[src/rtl/serial_pkg.sv]
// Types and constants shared by the serializer and the sequence detector that consumes its stream.
package serial_pkg;

  typedef enum logic [0:0] {
    S_IDLE,
    S_SHIFT
  } state_e;

  // Level held on x between frames; the detector bench relies on the same value.
  localparam logic IDLE_BIT_DEFAULT = 1'b0;

  function automatic int unsigned cnt_width(input int unsigned width);
    return (width < 2) ? 1 : $clog2(width);
  endfunction

endpackage

[src/rtl/bit_serializer.sv]
// Parallel-to-serial converter: takes words over valid/ready and shifts each one out as a
// contiguous frame on x, back-to-back when the next word is already waiting.
module bit_serializer
  import serial_pkg::*;
#(
  parameter int unsigned WIDTH     = 8,
  parameter bit          MSB_FIRST = 1'b1,
  parameter logic        IDLE_BIT  = IDLE_BIT_DEFAULT
) (
  input  logic             clk,
  input  logic             rst,
  input  logic [WIDTH-1:0] din,
  input  logic             din_valid,
  output logic             din_ready,
  output logic             x,
  output logic             x_valid,
  output logic             frame_start,
  output logic             frame_done,
  output logic             busy
);

  localparam int unsigned      CNT_W    = cnt_width(WIDTH);
  localparam logic [CNT_W-1:0] CNT_LAST = CNT_W'(WIDTH - 1);

  state_e           state_q, state_d;
  logic [CNT_W-1:0] cnt_q, cnt_d;
  logic [WIDTH-1:0] shreg_q, shreg_d;
  logic             x_q, x_d;
  logic             x_valid_q, x_valid_d;
  logic             frame_start_q, frame_start_d;
  logic             frame_done_q, frame_done_d;
  logic             busy_q, busy_d;
  logic             last_bit;
  logic             xfer;
  logic [WIDTH-1:0] shreg_next;

  function automatic logic head_bit(input logic [WIDTH-1:0] v);
    return MSB_FIRST ? v[WIDTH-1] : v[0];
  endfunction

  function automatic logic [WIDTH-1:0] shift_word(input logic [WIDTH-1:0] v);
    return MSB_FIRST ? {v[WIDTH-2:0], 1'b0} : {1'b0, v[WIDTH-1:1]};
  endfunction

  // The bit currently on x is always the head of shreg_q; cnt_q is its index in the frame.
  always_comb begin
    state_d       = state_q;
    cnt_d         = cnt_q;
    shreg_d       = shreg_q;
    x_d           = IDLE_BIT;
    frame_start_d = 1'b0;
    shreg_next    = shift_word(shreg_q);

    last_bit  = (state_q == S_SHIFT) && (cnt_q == CNT_LAST);
    din_ready = !rst && ((state_q == S_IDLE) || last_bit);
    xfer      = din_valid && din_ready;

    if (xfer) begin
      state_d       = S_SHIFT;
      cnt_d         = '0;
      shreg_d       = din;
      x_d           = head_bit(din);
      frame_start_d = 1'b1;
    end else if ((state_q == S_SHIFT) && !last_bit) begin
      cnt_d   = cnt_q + CNT_W'(1);
      shreg_d = shreg_next;
      x_d     = head_bit(shreg_next);
    end else begin
      state_d = S_IDLE;
      cnt_d   = '0;
      shreg_d = '0;
    end

    x_valid_d    = (state_d == S_SHIFT);
    busy_d       = (state_d == S_SHIFT);
    // Flag the final bit one cycle ahead so the pulse lands on it as a registered output.
    frame_done_d = (state_d == S_SHIFT) && (cnt_d == CNT_LAST);
  end

  always_ff @(posedge clk) begin
    if (rst) begin
      state_q       <= S_IDLE;
      cnt_q         <= '0;
      shreg_q       <= '0;
      x_q           <= IDLE_BIT;
      x_valid_q     <= 1'b0;
      frame_start_q <= 1'b0;
      frame_done_q  <= 1'b0;
      busy_q        <= 1'b0;
    end else begin
      state_q       <= state_d;
      cnt_q         <= cnt_d;
      shreg_q       <= shreg_d;
      x_q           <= x_d;
      x_valid_q     <= x_valid_d;
      frame_start_q <= frame_start_d;
      frame_done_q  <= frame_done_d;
      busy_q        <= busy_d;
    end
  end

  assign x           = x_q;
  assign x_valid     = x_valid_q;
  assign frame_start = frame_start_q;
  assign frame_done  = frame_done_q;
  assign busy        = busy_q;

endmodule

[config.mk]
export PLATFORM = sky130hd
export DESIGN_NAME = bit_serializer
export DESIGN_NICKNAME = d
export VERILOG_FILES = /design/src/rtl/serial_pkg.sv /design/src/rtl/bit_serializer.sv
export SDC_FILE = /design/constraint.sdc
export NUM_CORES = 1
export LEC_CHECK = 0
export ABC_AREA = 1
export ABC_CLOCK_PERIOD_IN_PS = 2000
export CORE_MARGIN = 4
export CORE_UTILIZATION = 33
export CTS_CLUSTER_DIAMETER = 60
export DETAILED_ROUTE_END_ITERATION = 8
export GPL_TIMING_DRIVEN = 1
export PLACE_DENSITY = 0.68
export SYNTH_ARGS = -nofsm -noshare
export SYNTH_HDL_FRONTEND = slang
export SYNTH_SLANG_ARGS = --single-unit
[constraint.sdc]
create_clock -name clk -period 2 [get_ports clk]
set_input_delay 0.4 -clock clk [delete_from_list [all_inputs] [get_ports clk]]
set_output_delay 0.4 -clock clk [all_outputs]
set_load 0.01 [all_outputs]
**After elaboration in Yosys (flattened, before gate mapping)**

Cells that the tools add are included.

- Register bits after elaboration: 14
- Output and inout bits: 6
- Input port bits: 11
- Word-level logic and storage cells: 27

- Multiplexer cells: 9
- Add/subtract/negate cells: 1
- Eq/ne operators: 2
- Reduce and logical (&&, ||, !) cells: 8
- Bitwise logic cells: 1

Operator list:

| cell | count |
|---|---|
| two-way mux 7 bit | 2 |
| == test 3 bit (second input constant) | 2 |
| two-way mux 3 bit | 2 |
| logical AND 1 bit | 5 |
| two-way mux 1 bit | 5 |
| adder 3 x 1 -> 3 bit (second input constant) | 1 |
| zero test 1 bit | 2 |
| logical OR 1 bit | 1 |
| inverter 1 bit | 1 |

**Logic depth before layout (Yosys ltp)**

- Word-level depth: 8
- Depth in mapped cells: 7
- Gate-level depth less buffers: 7

**Least setup slack after synthesis**

OpenSTA, ideal clock, no wires.

- Path kind: register -> output
- From: register cnt_q[0]
- To: output din_ready
- Slack: 0.648 ns
- Data required time: 1.600 ns
- Arrival time: 0.952 ns
- Buffers on the path: 0
- Cell stages (with the launch flop): 7
- Path through: dfxtp_1 ha_1 ha_1 inv_2 nand2_4 inv_1 nor2_1

- Word-level cells in the longest chain between the ends: 4

RTL lines:

| what | line | source |
|---|---|---|
| start: declaration | bit_serializer.sv:26 | `logic [CNT_W-1:0] cnt_q, cnt_d;` |
| start signal: assignment | bit_serializer.sv:92 | `cnt_q <= cnt_d;` |
| == test 3 bit | bit_serializer.sv:54 | `last_bit = (state_q == S_SHIFT) && (cnt_q == CNT_LAST);` |
| logical AND 1 bit | bit_serializer.sv:54 |  |
| logical OR 1 bit | bit_serializer.sv:55 | `din_ready = !rst && ((state_q == S_IDLE) \|\| last_bit);` |
| logical AND 1 bit | bit_serializer.sv:55 |  |
| end: declaration | bit_serializer.sv:14 | `output logic din_ready,` |

Every way passes these cells.

**Worst setup path after layout**

Ends and elaborated chain as after synthesis.

==> results.md <==
• first-iteration detailed-routing DRC count: 2
• CP endpoint: din_ready
• total setup buffers inserted after CTS: 0
• Final Critical Period: 1.88 ns
• layer with the highest usage after global routing: met2
• Placed Instances: 92
• DPL Wire Length: 722 µm
• Max Clk Rate: 0.532 GHz
• wire length of the first global-routing pass: 1590 µm
• cts-stage hold buffer count: 0
• Total Negative Setup Slacks: 0 ns
• average instance area after synthesis: 8.92 µm²
• CTS max path bufs: 2
• average wire length per cell after detail routing: 9.84 µm
• fraction of the cycle the final worst path needs: 0.940
• number of endpoints failing setup at the final stage: 0
• Antenna Nets Post-Route: 0
• Post-layout nets: 94
• Starting Density: 0.357
• biggest area consumer among synthesized cells: sky130_fd_sc_hd__dfxtp_1
• most area-consuming cells after synthesis: sky130_fd_sc_hd__dfxtp_1, sky130_fd_sc_hd__nand2_1, sky130_fd_sc_hd__nand4_1
• Worst Tran Pin Value: 0.347 ns
• synthesized instance count: 61
• multi-input gate area in the final layout: 205 µm²
• vias in the first global route: 379
• Via density: 4.52
• post-cts gate resize count: 2
• clock tree from TritonCTS: yes
• number of port buffers: 16
• fraction of layout instances using a drive strength above 1: 0.188
• result of the run: complete, no violations
• count of fill cells added during filler insertion: 152
• grt ovf: 0
• startpoint of the worst hold path: shreg_q[4]$_SDFF_PP0_
• final hold viol count: 0
• Req. time, crit path: 1.60 ns
• footprint of the flip-flops and latches: 282 µm²
• TritonCTS sink count: 14
• Worst R2R Setup Slack: 0.60 ns
• pin count of the biggest net entering global routing: 12
• distinct cell type count of the synthesized netlist: 16
• largest driver fanout on the critical path: 3
• arrival time at the worst endpoint: 1.48 ns
• Yosys top cell area share: 0.515
• Total Wirelength: 945 µm
• flop and latch count out of synthesis: 14
• site row count: 14
• leakage power: 0.000347 µW
• via count of the routed design: 434
• nets in the synthesized netlist: 74
• met1 track demand over resource in global routing: 0.0976
• H-tree levels: 1
• critical path launch point type: register
• fraction of met2 tracks used by global routing: 0.135
• proportion of synthesized chip area in sequential cells: 0.515
• total of max-cap violations: 0
• kind of end point of the critical path: output pin
• terminus of the critical flop-to-flop path: shreg_q[2]$_SDFF_PP0_
• clock skew after layout: 0.00857 ns
• Total Routing Usage GR: 0.0878
• areal power density over the cells: 771 nW/µm²
• die outline width: 48.6 µm
• Hold Crit Class: reg2reg
• diodes inserted: 0
• Rel. slew slack: 0.768
• cell area after synthesis: 544 µm²
• total die area: 2360 µm²
• FF-to-FF Start: cnt_q[0]$_SDFF_PP0_
• routing usage on met3: 0.0491
• final cell count without fillers: 96
• core outline area: 1520 µm²
• DR pass1 iterations: 4
• Worst Reg-to-Reg Cells: 8
• vertical die dimension: 48.6 µm
• Clock transition at path regs: 0.09 ns
• number of antenna violations at the first check in global routing: 0
• warning count from the yosys run: 0
• GP Congestion: 0.768
• Final Max Tran Viols: 0
• area growth from synthesis to final layout: 37.0%
• Ports: 17
• maximum VDD drop: 0.513 mV
• critical path start-end classification: reg2out
• DR DRC count: 0
• Clk Latency, worst-skew pair: 0.28 ns
• RSZ-0062 raised after global routing: no
• utilization after layout: 0.489
• Critical Path Source: cnt_q[0]$_SDFF_PP0_
• Num CTS Buffers: 3
• clock root buffer master: sky130_fd_sc_hd__clkbuf_4
per-stage QoR:
step | worst slack, ns | area [µm²] | hold slack (ns) | power (µW)
final | 0.120 | 746 | 0.422 | 575
after global routing | 0.0507 | 746 | 0.443 | 601
after CTS | 0.100 | 746 | 0.429 | 585
after detailed placement | 0.124 | 709 | 0.413 | 386
after global placement | 0.151 | 709 | 0.407 | 384
after floorplan | 0.648 | 544 | 0.404 | 346
worst max-delay path, cell delays in order (launching register included):
cell	delay [ns]
sky130_fd_sc_hd__dfxtp_2	0.34
sky130_fd_sc_hd__ha_1	0.19
sky130_fd_sc_hd__ha_1	0.18
sky130_fd_sc_hd__inv_2	0.06
sky130_fd_sc_hd__nand2_4	0.04
sky130_fd_sc_hd__inv_1	0.07
sky130_fd_sc_hd__nor2_1	0.04
sky130_fd_sc_hd__dlygate4sd2_1	0.27
per-layer routing:
layer	up-vias	share of wire
met1	189	0.43
met2	15	0.49
met3	0	0.085
li1	230	-
met5	-	0
met4	0	0
worst min-delay path by stage:
stage / depth (start not counted) / to / slack [ns]
6_report: 2 / shreg_q[5]$_SDFF_PP0_ / 0.42
2_1_floorplan: 2 / shreg_q[1]$_SDFF_PP0_ / 0.40
3_5_place_dp: 2 / shreg_q[5]$_SDFF_PP0_ / 0.41
4_1_cts: 2 / shreg_q[5]$_SDFF_PP0_ / 0.43
5_1_grt: 2 / shreg_q[5]$_SDFF_PP0_ / 0.44
3_3_place_gp: 2 / shreg_q[5]$_SDFF_PP0_ / 0.41
cells in the final DEF, fill, tap and decap left out, types with 2 or more instances in the layout:
cell type / count
sky130_fd_sc_hd__inv_2: 2
sky130_fd_sc_hd__inv_1: 4
sky130_fd_sc_hd__clkdlybuf4s50_1: 15
sky130_fd_sc_hd__buf_4: 2
sky130_fd_sc_hd__nor2_1: 4
sky130_fd_sc_hd__nand4_1: 7
sky130_fd_sc_hd__dfxtp_1: 13
sky130_fd_sc_hd__ha_1: 2
sky130_fd_sc_hd__nand2_1: 18
sky130_fd_sc_hd__clkbuf_4: 3
area by class of cell:
type / count / share of cell area
multi-input cells: 37 / 0.275
inverters: 7 / 0.0386
clock buffers: 4 / 0.0487
well taps: 16 / 0.0268
repair buffers: 18 / 0.233
flip-flops and latches: 14 / 0.378
state kept, by name, summed over array words and instances (netlist names):
name         count
frame_start      1
x                1
shreg_q          7
busy             1
frame_done       1
cnt_q            3
kinds of logic after synthesis:
group / share of synthesized area
and+or+nand+nor: 0.331
buffers and inverters: 0.108
DFF: 0.515
adders and majority gates: 0.0460
synth_stat cells (all sizes together):
library cell / instances
ha: 2
buf: 3
nor2: 6
inv: 7
nor3: 1
nand3: 2
nand2: 19
nand4: 7
dfxtp: 14
power by group:
| group | switching [µW] | total, µW | internal, µW |
|---|---|---|---|
| logic | 36.4 | 78.8 | 42.4 |
| registers | 6.04 | 298 | 292 |
| clock network | 88.1 | 199 | 111 |
| total | 131 | 575 | 445 |
No activity file was read; power rests on OpenSTA's default activity.
